[src/rtl/lcd_field_formatter.sv]
// Renders NUM_FIELDS numeric values as hex or decimal ASCII into two LCD row buffers.
// Fields are converted one at a time into shadow rows; both rows are published together on commit.
module lcd_field_formatter #(
   parameter int NUM_FIELDS = 4,
   parameter int VAL_W = 16,
   parameter int ROW_CHARS = 16,
   parameter logic [NUM_FIELDS-1:0] FIELD_ROW = '0,
   parameter logic [NUM_FIELDS*4-1:0] FIELD_COL = '0,
   parameter logic [NUM_FIELDS*3-1:0] FIELD_DIG = {NUM_FIELDS{3'd4}},
   parameter logic [7:0] INIT_CHAR = 8'h3F,
   parameter logic [7:0] BLANK_CHAR = 8'h20,
   parameter logic [7:0] OVF_CHAR = 8'h2A
) (
   input  logic clk,
   input  logic reset_n,
   input  logic refresh,
   input  logic [NUM_FIELDS*VAL_W-1:0] values,
   input  logic [NUM_FIELDS-1:0] dec_mode,
   input  logic [NUM_FIELDS-1:0] zpad,
   output logic [8*ROW_CHARS-1:0] row_A,
   output logic [8*ROW_CHARS-1:0] row_B,
   output logic busy,
   output logic done
);
   localparam int MAX_DIG = 7;
   localparam int BCD_D = (VAL_W * 302 + 999) / 1000 + 1;
   localparam int IDX_W = (NUM_FIELDS > 1) ? $clog2(NUM_FIELDS) : 1;
   localparam int CNT_W = $clog2(VAL_W + 1);
   localparam int ROW_W = 8 * ROW_CHARS;

   if (NUM_FIELDS < 1 || NUM_FIELDS > (1 << IDX_W)) begin : g_bad_count
      $error("lcd_field_formatter: field index cannot address NUM_FIELDS fields");
   end

   for (genvar g = 0; g < NUM_FIELDS; g++) begin : g_chk
      if (FIELD_DIG[3*g +: 3] == 3'd0) begin : g_bad_dig
         $error("lcd_field_formatter: field digit count must be 1..7");
      end
      if (int'(FIELD_COL[4*g +: 4]) + int'(FIELD_DIG[3*g +: 3]) > ROW_CHARS) begin : g_bad_col
         $error("lcd_field_formatter: field extends past the end of its row");
      end
   end

   typedef enum logic [2:0] {S_IDLE, S_LOAD, S_CONV, S_WRITE, S_COMMIT} state_t;

   state_t state;
   logic [IDX_W-1:0] idx;
   logic [CNT_W-1:0] cnt;
   logic [VAL_W-1:0] shreg;
   logic [4*BCD_D-1:0] bcd;
   logic pending;
   logic [NUM_FIELDS*VAL_W-1:0] snap_val;
   logic [NUM_FIELDS-1:0] snap_dec;
   logic [NUM_FIELDS-1:0] snap_zpad;
   logic [ROW_W-1:0] sh_a;
   logic [ROW_W-1:0] sh_b;

   logic [2:0] cur_dig;
   logic [3:0] cur_col;
   logic cur_row;
   logic cur_dec;
   logic cur_zpad;
   logic last_field;
   logic ovf;
   logic lead;
   logic [4*(BCD_D+MAX_DIG)-1:0] bcd_pad;
   logic [VAL_W+4*MAX_DIG-1:0] hex_pad;
   logic [3:0] nib [MAX_DIG];
   logic [7:0] fch [MAX_DIG];
   logic [7:0] fpos [MAX_DIG];

   // One double-dabble step: add 3 to every digit >= 5, then shift the next value bit in.
   function automatic logic [4*BCD_D-1:0] dabble(input logic [4*BCD_D-1:0] b, input logic in_bit);
      logic [4*BCD_D-1:0] a;
      a = b;
      for (int d = 0; d < BCD_D; d++) begin
         if (a[4*d +: 4] >= 4'd5) a[4*d +: 4] = a[4*d +: 4] + 4'd3;
      end
      return {a[4*BCD_D-2:0], in_bit};
   endfunction

   // Characters of the field being written, digit k = 0 is least significant.
   always_comb begin
      cur_dig = FIELD_DIG[3*int'(idx) +: 3];
      cur_col = FIELD_COL[4*int'(idx) +: 4];
      cur_row = FIELD_ROW[idx];
      cur_dec = snap_dec[idx];
      cur_zpad = snap_zpad[idx];
      last_field = (int'(idx) == NUM_FIELDS - 1);
      bcd_pad = '0;
      bcd_pad[4*BCD_D-1:0] = bcd;
      hex_pad = '0;
      hex_pad[VAL_W-1:0] = shreg;
      ovf = 1'b0;
      for (int k = 0; k < BCD_D; k++) begin
         if (cur_dec && k >= int'(cur_dig) && bcd[4*k +: 4] != 4'd0) ovf = 1'b1;
      end
      lead = 1'b1;
      for (int k = MAX_DIG - 1; k >= 0; k--) begin
         nib[k] = cur_dec ? bcd_pad[4*k +: 4] : hex_pad[4*k +: 4];
         fch[k] = (nib[k] < 4'd10) ? 8'h30 + {4'd0, nib[k]} : 8'h37 + {4'd0, nib[k]};
         fpos[k] = 8'(int'(cur_col) + int'(cur_dig) - 1 - k);
         if (k < int'(cur_dig)) begin
            if (ovf) fch[k] = OVF_CHAR;
            else if (lead && nib[k] == 4'd0 && k != 0 && !cur_zpad) fch[k] = BLANK_CHAR;
            else lead = 1'b0;
         end
      end
   end

   // refresh is a one-cycle request; while busy it is folded into a single pending pass,
   // which starts one idle cycle after busy falls.
   always_ff @(posedge clk) begin
      if (!reset_n) begin
         state <= S_IDLE;
         idx <= '0;
         cnt <= '0;
         shreg <= '0;
         bcd <= '0;
         pending <= 1'b0;
         snap_val <= '0;
         snap_dec <= '0;
         snap_zpad <= '0;
         sh_a <= {ROW_CHARS{INIT_CHAR}};
         sh_b <= {ROW_CHARS{INIT_CHAR}};
         row_A <= {ROW_CHARS{INIT_CHAR}};
         row_B <= {ROW_CHARS{INIT_CHAR}};
         busy <= 1'b0;
         done <= 1'b0;
      end else begin
         done <= 1'b0;
         case (state)
            S_IDLE: begin
               if (busy) begin
                  busy <= 1'b0;
                  pending <= pending | refresh;
               end else if (refresh || pending) begin
                  snap_val <= values;
                  snap_dec <= dec_mode;
                  snap_zpad <= zpad;
                  sh_a <= row_A;
                  sh_b <= row_B;
                  idx <= '0;
                  pending <= 1'b0;
                  busy <= 1'b1;
                  state <= S_LOAD;
               end
            end
            S_LOAD: begin
               shreg <= snap_val[VAL_W*int'(idx) +: VAL_W];
               bcd <= '0;
               cnt <= '0;
               state <= cur_dec ? S_CONV : S_WRITE;
            end
            S_CONV: begin
               bcd <= dabble(bcd, shreg[VAL_W-1]);
               shreg <= shreg << 1;
               cnt <= cnt + CNT_W'(1);
               if (int'(cnt) == VAL_W - 1) state <= S_WRITE;
            end
            S_WRITE: begin
               for (int k = 0; k < MAX_DIG; k++) begin
                  if (k < int'(cur_dig)) begin
                     if (cur_row) sh_b[8*(ROW_CHARS-1-int'(fpos[k])) +: 8] <= fch[k];
                     else sh_a[8*(ROW_CHARS-1-int'(fpos[k])) +: 8] <= fch[k];
                  end
               end
               idx <= idx + IDX_W'(1);
               state <= last_field ? S_COMMIT : S_LOAD;
            end
            S_COMMIT: begin
               row_A <= sh_a;
               row_B <= sh_b;
               done <= 1'b1;
               state <= S_IDLE;
            end
            default: state <= S_IDLE;
         endcase
         if (state != S_IDLE && refresh) pending <= 1'b1;
      end
   end
endmodule

[config.mk]
export PLATFORM = sky130hd
export DESIGN_NAME = lcd_field_formatter
export DESIGN_NICKNAME = d
export VERILOG_FILES = /design/src/rtl/lcd_field_formatter.sv
export SDC_FILE = /design/constraint.sdc
export NUM_CORES = 1
export LEC_CHECK = 0
export ABC_AREA = 1
export CAP_MARGIN = 30
export CORE_MARGIN = 3
export CORE_UTILIZATION = 50
export CTS_CLUSTER_SIZE = 24
export DETAILED_ROUTE_END_ITERATION = 10
export PLACE_DENSITY = 0.74
export SLEW_MARGIN = 20
export SYNTH_ARGS = -nofsm -noshare
export SYNTH_HDL_FRONTEND = slang
export SYNTH_SLANG_ARGS = --single-unit
[constraint.sdc]
create_clock -name clk -period 2.6 [get_ports clk]
set_input_delay 0.52 -clock clk [delete_from_list [all_inputs] [get_ports clk]]
set_output_delay 0.52 -clock clk [all_outputs]
set_load 0.02 [all_outputs]
# --- Yosys cells after proc, flatten, opt, wreduce, memory -nomap -nowiden ---
# Cells that the tools add are included.
classes:
  addsub: 42
  multipliers: 1
  div: 0
  order_cmp: 26
  eq_ne: 9
  shifts: 17
  mux: 156
  bitwise_logic: 2
  reduce_logical: 46
ops:
  columns: ["op", "count"]
  rows:
  - ["2-to-1 mux 128 bit", 56]
  - ["bitwise mux 128 bit", 14]
  - ["variable shift 8 x 33 -> 128 bit, first input constant", 7]
  - ["variable part select 8 x 33 -> 128 bit", 7]
  - ["case mux 128 bit (2 select lines)", 2]
  - ["negation 12 -> 33 bit", 7]
  - ["2-to-1 mux 7 bit", 23]
  - ["adder 6 x 4 -> 7 bit, first input constant", 12]
  - ["variable part select 64 x 7 -> 16 bit", 1]
  - ["subtractor 4 x 8 -> 9 bit, first input constant", 7]
  - ["case mux 24 bit (2 select lines)", 1]
  - ["2-to-1 mux 4 bit", 11]
  - ["2-to-1 mux 1 bit", 32]
  - ["case mux 16 bit (2 select lines)", 1]
  - [">= comparator 4 x 3 -> 1 bit, second input constant", 6]
  - ["less-than comparator 4 bit, second input constant", 6]
  - ["nonzero test 4 bit", 6]
  - ["subtractor 8 x 4 -> 8 bit, second input constant", 3]
  - ["logical AND 1 bit", 23]
  - ["adder 4 x 2 -> 4 bit, second input constant", 5]
  - ["logical NOT 4 bit", 5]
  - ["2-to-1 mux 8 bit", 2]
  - ["variable part select 16 x 5 -> 4 bit, first input constant", 1]
  - ["subtractor 8 x 3 -> 8 bit, second input constant", 2]
  - ["37 further kinds", 59]
totals:
  regBits: 637
  latchBits: 0
  mem_bits_rw: 0
  mem_bits_ro: 0
  input_bits: 75
  output_inout_bits: 258
  elab_cells: 314
  memories: 0

# --- Depth between registers and ports, before layout ---
depth:
  ltp_word: 68
  depth_mapped: 17
  ltp_nobuf: 16

# --- Least setup slack after synthesis ---
# OpenSTA, ideal clock, no wires.
synth_path:
  kind: "register to register"
  from: "register idx[0]"
  to: "register sh_a[105]"
  setup_ns: 0.112
  arrival_ns: 2.094
  t_required_ns: 2.488
  setup_slack_ns: 0.394
  stages_incl_launch_ff: 18
  path_buffers: 2
  synth_period_minus_slack_ns: 2.206
  path_cell_list: "dfxtp_1 -> buf_4 -> nand2_2 -> nand3_4 -> nand2_8 -> buf_6 -> nor2_1 -> a21oi_1 -> ha_1 -> inv_1 -> nor2_1 -> nand3_4 -> o21ai_2 -> nand2_1 -> nand2_1 -> nand2_1 -> nand2_1 -> nand2_1"
synth_via:
  elab_chain_len: 68
  elab_cells_between_ends: 191
  cone_classes: "34 x add/sub; 1 x mul; 19 x order compare; 16 x shift; 93 x mux; 28 x reduce/logical"
synth_lines:
  columns: ["item", "line", "source"]
  rows:
  - ["start, declared", "47", "logic [IDX_W-1:0] idx;"]
  - ["start signal, assigned", "168", "idx <= idx + IDX_W'(1);"]
  - ["multiplier 2 x 2 -> 4 bit", "84", "cur_dig = FIELD_DIG[3*int'(idx) +: 3];"]
  - ["variable part select 12 x 5 -> 3 bit", "84", null]
  - [">= comparator 1 x 3 -> 1 bit", "96", "if (cur_dec && k >= int'(cur_dig) && bcd[4*k +: 4] != 4'd0) ovf = 1'b1;"]
  - ["logical AND 1 bit (2 in series)", "96", null]
  - ["2-to-1 mux 1 bit (6 in series)", "96", null]
  - ["2-to-1 mux 1 bit", "104", "if (ovf) fch[k] = OVF_CHAR;"]
  - ["2-to-1 mux 1 bit", "103", "if (k < int'(cur_dig)) begin"]
  - ["logical AND 1 bit (2 in series)", "105", "else if (lead && nib[k] == 4'd0 && k != 0 && !cur_zpad) fch[k] = BLANK_CHAR;"]
  - ["(+45 left out)", null, null]
  - ["2-to-1 mux 128 bit", "164", "if (cur_row) sh_b[8*(ROW_CHARS-1-int'(fpos[k])) +: 8] <= fch[k];"]
  - ["2-to-1 mux 128 bit", "163", "if (k < int'(cur_dig)) begin"]
  - ["2-to-1 mux 128 bit", "132", "case (state)"]
  - ["2-to-1 mux 128 bit", "114", "if (!reset_n) begin"]
  - ["bitwise mux 128 bit", "165", "else sh_a[8*(ROW_CHARS-1-int'(fpos[k])) +: 8] <= fch[k];"]
  - ["2-to-1 mux 128 bit", "164", null]
  - ["2-to-1 mux 128 bit *", "163", null]
  - ["case mux 128 bit (2 select lines) *", "132", null]
  - ["end signal, assigned", "124", "sh_a <= {ROW_CHARS{INIT_CHAR}};"]
  - ["end signal, assigned", "141", "sh_a <= row_A;"]
  - ["end signal, assigned by index", "165", null]
  - ["end, declared", "55", "logic [ROW_W-1:0] sh_a;"]
# Every way passes the cells marked *; elsewhere a longest branch is shown, timed or not. The select of a mux whose other input is x is not followed.
# A chain may end at the register's enable or synchronous reset.

# --- Worst setup path in the final report ---
# Same ends and word-level chain as after synthesis.

==> summary.md <==
| Metric | Value |
|---|---|
| Status | finished, final reports clean |
| Number of setup violations in the final report | 0 |
| Initial antenna violation count | 1 |
| Pwr/cell area | 1150 mW/mm^2 |
| DR vias/cell | 5.38 |
| Final worst setup slack | 0.241 ns |
| GRT Total Usage | 25.4% |
| Critical path's top delay family | simple AND/OR/NAND/NOR gates |
| Buffers and inverters on the worst path | 2 |
| NumNets Final | 3,535 |
| DR WL/cell | 16.2 um |
| DRC errors left | 0 |
| Min Tclk post-route | 2.36 ns |
| Share of cells above drive strength 1 | 6.23% |
| Synth Warn # | 0 |
| Root buffer cell | clkbuf_16 |
| Largest family of logic cells by synthesized area | simple AND/OR/NAND/NOR gates |
| Via count | 22,009 |
| Crit-path max cell delay | 0.39 ns |
| Seq/Total Area, Yosys | 53.1% |
| Worst path depth | 15 |
| Hold path cells | 2 |
| Cell chain of the critical path | nand2_1 > nand3_4 > nand2_8 > buf_4 > a21oi_2 > ha_1 > inv_1 > nor2_1 > nand3_4 > o21ai_2 > nand2_1 > nand2_1 > nand2_1 > nand2_1 > nand2_1 |
| Clock power share | 27.1% |
| Actual slew at the worst max-slew pin | 0.652 ns |
| Area growth syn-to-layout | 25.5% |
| H-Tree Depth | 3 |
| Fmax | 0.424 GHz |
| I/O Pins | 333 |
| Hold buffers post-CTS | 0 |
| Clk sinks | 637 |
| Crit share post-route | 90.7% |
| Core ar. | 0.0471 mm^2 |
| Setup TNS | 0 ns |
| VDD IR max | 694 uV |
| Slew Limit Headroom | 56.5% |
| Sequential Power Share | 39.7% |
| Worst setup SP type | flip-flop |
| Yosys reg bits | 637 |
| Setup CP Type | flip-flop to flip-flop |
| Die Wd | 225 um |
| Post-synthesis mux area share | 0% |
| First-pass GRT wire length | 107 mm |
| Syn Inst Count | 3,197 |
| Clock Latency Late Sink | 0.59 ns |
| Clock-pin slew of the registers on the worst-case setup and hold paths | 0.06 ns |
| DRT Pass-1 Iters | 6 |
| GR Overflow Total | 0 |
| Post-Route WL | 66.4 mm |
| CP endpoint kind | flip-flop |
| Synth area leaders | dfxtp_1 53%, nand2_1 14%, nand3_1 8.2% |
| Register-to-Register Path Depth | 15 |
| Die area | 0.0507 mm^2 |
| Clock skew | 0.0221 ns |
| Syn Nets | 3,295 |
| Async S/R FF share, synth | 0% |
| Slowest stage cell, crit path | dfxtp_2 |
| Yosys top cell by area | dfxtp_1 |
| Cell with the most instances after synthesis | nand2_1 |
| Post-DRT Antenna Nets | 0 |
| Starting Density | 51.1% |
| Int Pwr | 21.9 mW |
| Post-synth EDFFs | 0 |
| Sw Ratio | 37.1% |
| Post-Synth XOR/XNOR Area | 0.219% |
| Most frequent cells after synthesis | 917 x nand2_1, 637 x dfxtp_1, 449 x nor2_1 |
| Post-synthesis compound-gate area fraction | 9.07% |
| Fillers | 3,965 |
| Port Buffer Count | 332 |
| Post-synthesis adder-cell area fraction | 1.20% |
| Die Height | 225 um |
| DR iter-0 viols | 1,951 |
| Crit path top cell by count | nand2_1 |
| Final hold violations | 0 |
| Synth Cell Area | 0.0240 mm^2 |
| Routability congestion estimate | 0.848 |
| Vias in the first global route | 20,797 |
| Critical Path RT | 3.08 ns |
| Finished Core Util | 64.1% |
| Syn avg cell area | 7.51 um^2 |
| Slew Limit Fails | 0 |
| Largest net degree at the start of global routing | 87 |
| Worst EP arrival | 2.84 ns |
| Row count | 79 |
| Psw | 12.9 mW |
| Comb pwr share | 33.1% |
| Total leakage power | 13.6 nW |
| HPWL Detailed | 42.5 mm |
| Dominant synthesized flop cell | dfxtp_1 |
| Setup WS pre-CTS | -0.00424 ns |
| Unique masters post-synth | 43 |
| CTS tree | done |
| Crit path max fanout | 10 |
| CTS max path bufs | 3 |
| Simple-gate share of the synthesized area | 31.0% |
| Reported max-cap violation count | 0 |
| CTS Buf Count | 67 |
| Synth top area share | 53.1% |
| RSZ-0062 raised after global routing | false |
| Worst Hold Class | input pin to flip-flop |
registers in the layout, indices dropped and copies added (netlist names):
register,flops
row_A,128
row_B,128
sh_a,128
sh_b,128
snap_val,64
bcd,24
shreg,16
cnt,5
snap_dec,4
snap_zpad,4
state,3
idx,2
busy,1
done,1
pending,1
per-layer routing:
layer  track usage, %  up-vias  wire (um)
met3             4.90      161       4170
met5                0        -          0
met1             33.2    10394      28300
met2             41.8      697      31200
li1                 -    10757          -
met4             10.0        0       2720
layout make-up:
| type | instances | area, um^2 | share of cell area [%] |
|---|---|---|---|
| well taps | 607 | 759 | 2.52 |
| clock buffers | 96 | 1930 | 6.40 |
| multi-input cells | 2237 | 10000 | 33.2 |
| diodes | 1 | 2.50 | 0.00830 |
| clock inverters | 18 | 229 | 0.760 |
| flip-flops and latches | 637 | 12800 | 42.3 |
| repair buffers | 392 | 4050 | 13.4 |
| inverters | 102 | 395 | 1.31 |
final timing paths:
| check | start | end | slack (ns) |
|---|---|---|---|
| max | idx[0]$_SDFFE_PN0P_ | sh_a[105]$_SDFFE_PN1P_ | 0.24 |
| max reg2reg | idx[0]$_SDFFE_PN0P_ | sh_a[105]$_SDFFE_PN1P_ | 0.24 |
| min | reset_n | row_A[25]$_SDFFE_PN1P_ | 0.30 |
| min reg2reg | sh_a[16]$_SDFFE_PN1P_ | row_A[16]$_SDFFE_PN1P_ | 0.45 |
through the flow:
stage,cell area [um^2],power (mW),hold WS (ns),cells
4_1_cts,30100,34.9,0.267,4085
3_5_place_dp,27900,25.3,0.440,3971
2_1_floorplan,24000,22.1,0.429,3197
3_3_place_gp,27900,24.7,0.433,3971
5_1_grt,30100,37.2,0.284,4090
6_report,30100,34.8,0.298,4090
kinds of logic after synthesis:
group,count (synthesis)
flip-flops,637
buffers and inverters,324
XOR/XNOR,6
adder cells (fa/ha/maj),23
AO/OA/AOI/OAI,401
AND/OR/NAND/NOR,1806
layout by cell type, fill, tap and decap left out, types with 11 or more instances in the layout:
cell type / Yosys / final
nand2_1: 917 / 916
dfxtp_1: 637 / 636
nor2_1: 449 / 448
nand3_1: 395 / 395
clkdlybuf4s50_1: 0 / 331
o21ai_0: 259 / 259
inv_1: 87 / 87
a21oi_1: 72 / 70
clkbuf_16: 0 / 69
buf_4: 2 / 38
ha_1: 23 / 23
buf_12: 1 / 22
o22ai_1: 17 / 17
clkbuf_1: 174 / 17
nand2_2: 14 / 14
o211ai_1: 11 / 11
repair_timing:
action	CTS	global route
setup buffers	0	3
gates cloned	0	1
resized for setup	2	1
pin swaps	0	1
endpoints found under the setup margin	1	7
power groups by stage:
| stage | Clock, mW | Combinational, mW | Sequential, mW |
|---|---|---|---|
| final | 9.43 | 11.5 | 13.8 |
| after global routing | 9.98 | 13.2 | 14.1 |
| after CTS | 9.62 | 11.5 | 13.8 |
| after detailed placement | 0 | 11.4 | 13.9 |
| after global placement | 0 | 11.0 | 13.8 |
| after floorplan | 0 | 8.56 | 13.6 |
(Power assumes the default switching activity.)
